$ cat config.mk
export PLATFORM = sky130hd
export DESIGN_NAME = jtag_tap
export DESIGN_NICKNAME = d
export VERILOG_FILES = /design/src/rtl/jtag_pkg.sv /design/src/rtl/jtag_sync_edge.sv /design/src/rtl/jtag_tap.sv
export SDC_FILE = /design/constraint.sdc
export NUM_CORES = 1
export LEC_CHECK = 0
export ABC_CLOCK_PERIOD_IN_PS = 1750
export BUFFER_PORTS_ARGS = -buffer_cell sky130_fd_sc_hd__clkbuf_2
export CAP_MARGIN = 20
export CORE_MARGIN = 5
export CORE_UTILIZATION = 53
export DETAILED_ROUTE_END_ITERATION = 10
export PLACE_DENSITY = 0.77
export SLEW_MARGIN = 0
export SYNTH_ARGS = -nofsm -noshare
export SYNTH_HDL_FRONTEND = slang
export SYNTH_SLANG_ARGS = --single-unit
export TNS_END_PERCENT = 20
$ cat constraint.sdc
create_clock -name clk_i -period 1.75 [get_ports clk_i]
set_input_delay 0.0875 -clock clk_i [delete_from_list [all_inputs] [get_ports clk_i]]
set_output_delay 0.0875 -clock clk_i [all_outputs]
set_load 0.02 [all_outputs]
$ cat src/rtl/jtag_pkg.sv
// Shared JTAG TAP definitions.
// Holds the 4-bit TAP state encoding, the instruction codes and the IDCODE
// data register length used by the TAP and by anything observing tap_state_o.
package jtag_pkg;

    localparam int         IDCODE_LEN = 32;
    localparam logic [4:0] IR_IDCODE  = 5'h01;
    localparam logic [4:0] IR_BYPASS  = 5'h1F;

    typedef enum logic [3:0] {
        TLR      = 4'd0,
        RTI      = 4'd1,
        SEL_DR   = 4'd2,
        CAP_DR   = 4'd3,
        SH_DR    = 4'd4,
        EX1_DR   = 4'd5,
        PAUSE_DR = 4'd6,
        EX2_DR   = 4'd7,
        UPD_DR   = 4'd8,
        SEL_IR   = 4'd9,
        CAP_IR   = 4'd10,
        SH_IR    = 4'd11,
        EX1_IR   = 4'd12,
        PAUSE_IR = 4'd13,
        EX2_IR   = 4'd14,
        UPD_IR   = 4'd15
    } tap_state_e;

endpackage

$ cat src/rtl/jtag_sync_edge.sv
// Oversampling synchronizer for one JTAG input bundle.
// Ports:
//   clk_i, rst_i   system clock, synchronous active-high reset
//   i_tck          asynchronous TCK
//   i_data         asynchronous companion signals (e.g. {TMS, TDI})
//   o_data         synchronized companion signals
//   o_rise, o_fall one-clk_i-wide strobes on synchronized TCK edges
// TCK and its companions go through the same number of stages, so o_data is
// aligned with the strobe that marks the TCK edge.
module jtag_sync_edge #(
    parameter int W           = 2,
    parameter int SYNC_STAGES = 2
) (
    input  logic         clk_i,
    input  logic         rst_i,
    input  logic         i_tck,
    input  logic [W-1:0] i_data,
    output logic [W-1:0] o_data,
    output logic         o_rise,
    output logic         o_fall
);

    // Bit 0 carries TCK, the upper bits carry i_data.
    logic [W:0] r_sync [SYNC_STAGES];
    logic       r_tck_d;
    logic       w_tck_s;

    always_ff @(posedge clk_i) begin
        if (rst_i) begin
            for (int i = 0; i < SYNC_STAGES; i++) begin
                r_sync[i] <= '0;
            end
            r_tck_d <= 1'b0;
        end else begin
            r_sync[0] <= {i_data, i_tck};
            for (int i = 1; i < SYNC_STAGES; i++) begin
                r_sync[i] <= r_sync[i-1];
            end
            r_tck_d <= w_tck_s;
        end
    end

    assign w_tck_s = r_sync[SYNC_STAGES-1][0];
    assign o_data  = r_sync[SYNC_STAGES-1][W:1];
    assign o_rise  = w_tck_s & ~r_tck_d;
    assign o_fall  = ~w_tck_s & r_tck_d;

endmodule

$ cat src/rtl/jtag_tap.sv
// IEEE 1149.1 TAP controller clocked by the system clock.
// TCK/TMS/TDI are oversampled; all TAP activity happens on the clk_i cycle
// carrying a synchronized TCK edge strobe.
// Ports:
//   clk_i, rst_i   system clock, synchronous active-high reset
//   tck_i, tms_i, tdi_i  JTAG inputs (asynchronous, TCK <= clk_i/6)
//   tdo_o          JTAG TDO, updated on TCK falling edges
//   tdo_oe_o       high while in Shift-IR or Shift-DR
//   tap_state_o    current TAP state (jtag_pkg encoding)
//   ir_o           current (updated) instruction
// Instructions: IDCODE selects the 32-bit IDCODE register, every other code
// selects the 1-bit bypass register.
module jtag_tap
    import jtag_pkg::*;
#(
    parameter logic [31:0] IDCODE_VAL  = 32'h1000_0DB3,
    parameter int          IR_LEN      = 5,
    parameter int          SYNC_STAGES = 2
) (
    input  logic              clk_i,
    input  logic              rst_i,
    input  logic              tck_i,
    input  logic              tms_i,
    input  logic              tdi_i,
    output logic              tdo_o,
    output logic              tdo_oe_o,
    output logic [3:0]        tap_state_o,
    output logic [IR_LEN-1:0] ir_o
);

    localparam logic [IR_LEN-1:0] IR_RESET   = IR_LEN'(IR_IDCODE);
    localparam logic [IR_LEN-1:0] IR_CAPTURE = IR_LEN'(2'b01);

    logic [1:0]            w_sync;
    logic                  w_tms;
    logic                  w_tdi;
    logic                  w_rise;
    logic                  w_fall;
    logic                  w_shift;
    logic                  w_sel_id;
    tap_state_e            r_state;
    tap_state_e            w_next;
    logic [IR_LEN-1:0]     r_ir;
    logic [IR_LEN-1:0]     r_ir_sr;
    logic [IDCODE_LEN-1:0] r_dr_id;
    logic                  r_bypass;
    logic                  r_tdo;

    jtag_sync_edge #(
        .W           (2),
        .SYNC_STAGES (SYNC_STAGES)
    ) u_sync (
        .clk_i  (clk_i),
        .rst_i  (rst_i),
        .i_tck  (tck_i),
        .i_data ({tms_i, tdi_i}),
        .o_data (w_sync),
        .o_rise (w_rise),
        .o_fall (w_fall)
    );

    assign w_tms    = w_sync[1];
    assign w_tdi    = w_sync[0];
    assign w_shift  = (r_state == SH_IR) || (r_state == SH_DR);
    assign w_sel_id = (r_ir == IR_RESET);

    always_ff @(posedge clk_i) begin
        if (rst_i) begin
            r_state <= TLR;
        end else if (w_rise) begin
            r_state <= w_next;
        end
    end

    always_comb begin
        w_next = r_state;
        case (r_state)
            TLR:      w_next = w_tms ? TLR    : RTI;
            RTI:      w_next = w_tms ? SEL_DR : RTI;
            SEL_DR:   w_next = w_tms ? SEL_IR : CAP_DR;
            CAP_DR:   w_next = w_tms ? EX1_DR : SH_DR;
            SH_DR:    w_next = w_tms ? EX1_DR : SH_DR;
            EX1_DR:   w_next = w_tms ? UPD_DR : PAUSE_DR;
            PAUSE_DR: w_next = w_tms ? EX2_DR : PAUSE_DR;
            EX2_DR:   w_next = w_tms ? UPD_DR : SH_DR;
            UPD_DR:   w_next = w_tms ? SEL_DR : RTI;
            SEL_IR:   w_next = w_tms ? TLR    : CAP_IR;
            CAP_IR:   w_next = w_tms ? EX1_IR : SH_IR;
            SH_IR:    w_next = w_tms ? EX1_IR : SH_IR;
            EX1_IR:   w_next = w_tms ? UPD_IR : PAUSE_IR;
            PAUSE_IR: w_next = w_tms ? EX2_IR : PAUSE_IR;
            EX2_IR:   w_next = w_tms ? UPD_IR : SH_IR;
            UPD_IR:   w_next = w_tms ? SEL_DR : RTI;
            default:  w_next = TLR;
        endcase
    end

    // Actions belong to the state being left on this rise strobe.
    always_ff @(posedge clk_i) begin
        if (rst_i) begin
            r_ir     <= IR_RESET;
            r_ir_sr  <= '0;
            r_dr_id  <= '0;
            r_bypass <= 1'b0;
        end else if (w_rise) begin
            case (r_state)
                CAP_IR: r_ir_sr <= IR_CAPTURE;
                SH_IR:  r_ir_sr <= {w_tdi, r_ir_sr[IR_LEN-1:1]};
                UPD_IR: r_ir    <= r_ir_sr;
                CAP_DR: begin
                    if (w_sel_id) begin
                        r_dr_id <= IDCODE_VAL;
                    end else begin
                        r_bypass <= 1'b0;
                    end
                end
                SH_DR: begin
                    if (w_sel_id) begin
                        r_dr_id <= {w_tdi, r_dr_id[IDCODE_LEN-1:1]};
                    end else begin
                        r_bypass <= w_tdi;
                    end
                end
                default: ;
            endcase
            if (w_next == TLR) begin
                r_ir <= IR_RESET;
            end
        end
    end

    // TDO is forced low as soon as the TAP leaves a shift state.
    always_ff @(posedge clk_i) begin
        if (rst_i || !w_shift) begin
            r_tdo <= 1'b0;
        end else if (w_fall) begin
            if (r_state == SH_IR) begin
                r_tdo <= r_ir_sr[0];
            end else begin
                r_tdo <= w_sel_id ? r_dr_id[0] : r_bypass;
            end
        end
    end

    assign tdo_o       = r_tdo;
    assign tdo_oe_o    = w_shift;
    assign tap_state_o = r_state;
    assign ir_o        = r_ir;

endmodule

==> out/summary.json <==
{
  "slew-limit-headroom": {"value": 0.622},
  "drt_first_iter_violations": {"value": 124},
  "path_clk_slew": {"value": 100, "unit": "ps"},
  "placeableCoreArea": {"value": 4350, "unit": "µm²"},
  "use_met1": {"value": 0.202},
  "timing.final.max_slew_violations": {"value": 0},
  "part_of_the_total_power_dissipated_in_combinational_logic": {"value": 0.042},
  "die_height": {"value": 77.1, "unit": "µm"},
  "wire_length_of_the_first_global_routing_pass": {"value": 7940, "unit": "µm"},
  "synth_fp_nets": {"value": 273},
  "clk_path_buf_depth": {"value": 2},
  "max-vdd-ir-drop": {"value": 0.000556, "unit": "V"},
  "io_pins": {"value": 16},
  "groute.layer.met3.usage": {"value": 0.0386},
  "grt_antenna_before_repair": {"value": 0},
  "crit_type": {"value": "reg2reg"},
  "max_cap_violations": {"value": 0},
  "drt_wl_total": {"value": 5180, "unit": "µm"},
  "max_freq": {"value": 0.536, "unit": "GHz"},
  "crit_arrival": {"value": 2110, "unit": "ps"},
  "setup.reg_to_reg.worst_slack": {"value": -120, "unit": "ps"},
  "worst-endpoint-required": {"value": 2000, "unit": "ps"},
  "first_global_vias": {"value": 1754},
  "clockRootBuffer": {"value": "sky130_fd_sc_hd__clkbuf_8"},
  "chipWidth": {"value": 77.1, "unit": "µm"},
  "final_antenna_net_count": {"value": 0},
  "postSynthRegisterBits": {"value": 55},
  "detailed_place.area": {"value": 2590, "unit": "µm²"},
  "final_design_area_no_fill": {"value": 2990, "unit": "µm²"},
  "route.vias.total": {"value": 1972},
  "clock_sink_count": {"value": 55},
  "antenna_cells": {"value": 0},
  "design.die.area": {"value": 5950, "unit": "µm²"},
  "startpoint_type": {"value": "flop"},
  "hold_class": {"value": "in2reg"},
  "wl_per_cell": {"value": 15.0, "unit": "µm"},
  "netlist-cell-type-count": {"value": 43},
  "fin_ws": {"value": -117, "unit": "ps"},
  "finalClockSkew": {"value": 9.90, "unit": "ps"},
  "worst_pin_slew": {"value": 568, "unit": "ps"},
  "final_nets": {"value": 298},
  "route.detailed.vias_per_inst": {"value": 5.70},
  "total_power_density_per_cell_area": {"value": 743, "unit": "nW/µm²"},
  "internal_power": {"value": 1.73, "unit": "mW"},
  "detail_route.first_pass.iterations": {"value": 5},
  "placement.setup.worst_slack": {"value": -53.1, "unit": "ps"},
  "post_synthesis_cells": {"value": 268},
  "timing.final.crit_share": {"value": 1.07},
  "finalHoldViolCount": {"value": 0},
  "rows": {"value": 24},
  "synthTopCellsByArea": {"value": "sky130_fd_sc_hd__dfxtp_1 46%, sky130_fd_sc_hd__a21oi_1 5.7%, sky130_fd_sc_hd__nand2_1 5.5%, sky130_fd_sc_hd__nand3_1 5.0%, sky130_fd_sc_hd__nor3_2 5.0%"},
  "report.final.setup_viol": {"value": 31},
  "layout_area_growth_over_synthesis": {"value": 25.2, "unit": "%"},
  "layout_common_cells": {"value": "51 x sky130_fd_sc_hd__dfxtp_1, 35 x sky130_fd_sc_hd__nand2_1, 15 x sky130_fd_sc_hd__nor3_2, 15 x sky130_fd_sc_hd__clkbuf_2, 15 x sky130_fd_sc_hd__buf_4"},
  "total_power": {"value": 2.22, "unit": "mW"},
  "async_reset_ff_frac": {"value": 0},
  "groute.layer.met2.usage": {"value": 0.264},
  "synthesis.area_per_instance": {"value": 8.91, "unit": "µm²"},
  "post_synth_top_area_share": {"value": 0.461},
  "finalWeightedCongestion": {"value": 0.808},
  "grt_use_total": {"value": 0.161},
  "outcome": {"value": "complete, but fails checks"},
  "sw_frac_of_total": {"value": 0.222},
  "tritoncts_clock_tree": {"value": "yes"},
  "power_share_of_the_sequential_group": {"value": 0.569},
  "grt_setup_unrepaired": {"value": "true"},
  "timing.critical_path.fanout_max": {"value": 8},
  "start_util": {"value": 0.548},
  "cts_inserted_buffers": {"value": 5},
  "top_usage_layer": {"value": "met2"},
  "power_leakage": {"value": 1.01, "unit": "nW"},
  "yosysSeqAreaShare": {"value": 0.461},
  "final_layout_size_suffix_gt1_frac": {"value": 0.364},
  "hpwlAfterDp": {"value": 2950, "unit": "µm"},
  "post_synth_instance_area": {"value": 2390, "unit": "µm²"},
  "failed_checks": {"value": "setup timing"},
  "htree_num_levels": {"value": 2},
  "p_switching": {"value": 492, "unit": "µW"},
  "cp-end-kind": {"value": "flop"},
  "grt_remaining_overflow": {"value": 0},
  "synth-main-ff-cell": {"value": "sky130_fd_sc_hd__dfxtp_1"},
  "grt_start_max_net_pins": {"value": 45},
  "fin_crit": {"value": 1870, "unit": "ps"},
  "layout.cells.most_common": {"value": "sky130_fd_sc_hd__dfxtp_1"},
  "synth-edff-count": {"value": 0},
  "post-synth-top-area-cell": {"value": "sky130_fd_sc_hd__dfxtp_1"},
  "portBuffers": {"value": 15},
  "detail_route.drc_violations": {"value": 0},
  "clock_latency_on_the_worst_skew_pair": {"value": 310, "unit": "ps"},
  "power.clock.fraction": {"value": 0.389},
  "synthesis.yosys.warnings": {"value": 0}
}
==> path summary, 6_finish.rpt <==
| kind | startpoint | endpoint | cells after the start |
|---|---|---|---|
| worst max-delay path | ir_o[3] | r_dr_id[16] | 6 |
| worst min-delay path | tdi_i | u_sync.r_sync[0][1] | 2 |
| worst max register to register | ir_o[3] | r_dr_id[16] | 6 |
| worst min register to register | u_sync.r_sync[0][2] | u_sync.r_sync[0][5] | 1 |
==> per-stage QoR <==
stage | hold slack, ps | instances | setup TNS [ps] | util
floorplan | 216 | 268 | -1980 | -
detailed placement | 301 | 331 | -217 | 0.595
finish | 1.06 | 346 | -2610 | 0.686
global placement | 299 | 331 | -29.3 | 0.595
CTS | 2.12 | 342 | -858 | 0.633
global route | 9.50 | 346 | -4390 | 0.686
==> synthesized netlist by cell type (4+ instances only) <==
cell / n
sky130_fd_sc_hd__a22oi_1: 4
sky130_fd_sc_hd__nand2_1: 35
sky130_fd_sc_hd__nor3_1: 8
sky130_fd_sc_hd__nor2_1: 17
sky130_fd_sc_hd__a211oi_1: 5
sky130_fd_sc_hd__nand3_1: 24
sky130_fd_sc_hd__dfxtp_1: 55
sky130_fd_sc_hd__buf_2: 6
sky130_fd_sc_hd__clkbuf_1: 9
sky130_fd_sc_hd__a21oi_1: 27
sky130_fd_sc_hd__nor3_2: 12
sky130_fd_sc_hd__buf_6: 4
sky130_fd_sc_hd__nor2b_1: 10
sky130_fd_sc_hd__mux2i_1: 8
sky130_fd_sc_hd__nor3b_1: 4
==> kinds of logic after synthesis <==
group	share of synthesized area
xor gates and xnor gates	0.0110
AOI/OAI and AO/OA	0.151
and+or+nand+nor	0.285
DFF	0.461
buffers and inverters	0.0582
muxes	0.0335
==> critical path: stages, from the launching register on <==
cell                        delay (ps)
sky130_fd_sc_hd__dfxtp_2           340
sky130_fd_sc_hd__or4b_4            560
sky130_fd_sc_hd__a2111oi_4         340
sky130_fd_sc_hd__buf_6             190
sky130_fd_sc_hd__clkbuf_16         160
sky130_fd_sc_hd__nand3_4            70
sky130_fd_sc_hd__a21oi_2           140
==> state kept, by name, indices dropped and copies added (netlist names) <==
name and cells:
tdo_o 1, u_sync.r_sync 6, tap_state_o 4, u_sync.r_tck_d 1
r_bypass 1, r_ir_sr 5, ir_o 5, r_dr_id 32
==> cell type report <==
cell class / count / area (µm²)
clock buffers: 5 / 68.8
clock inverters: 3 / 47.5
fillers: 312 / 1370
inverters: 3 / 11.3
multi-input cells: 187 / 1330
flip-flops and latches: 55 / 1110
well taps: 52 / 65.1
repair buffers: 41 / 362
==> timing repair <==
item,CTS,global route
hold buffers,3,0
setup buffers,0,1
endpoints found under the hold margin,3,0
endpoints found under the setup margin,32,35
gates cloned,0,3
pin swaps,2,41
gates resized for setup,4,38
==> metal layers <==
layer,share of wire,wire length [µm],vias up
met5,0,0,-
met4,0.0077,40,0
met3,0.038,196,6
met2,0.50,2610,37
met1,0.45,2330,941
li1,-,-,988
==> power by group through the flow <==
stage / Combinational, mW / Clock, mW / Sequential, mW
finish: 0.0932 / 0.865 / 1.26
global placement: 0.0836 / 0 / 1.29
global route: 0.102 / 0.936 / 1.27
detailed placement: 0.0845 / 0 / 1.29
floorplan: 0.0591 / 0 / 1.29
CTS: 0.0898 / 0.884 / 1.26
Power figures use the tool's default switching activity.
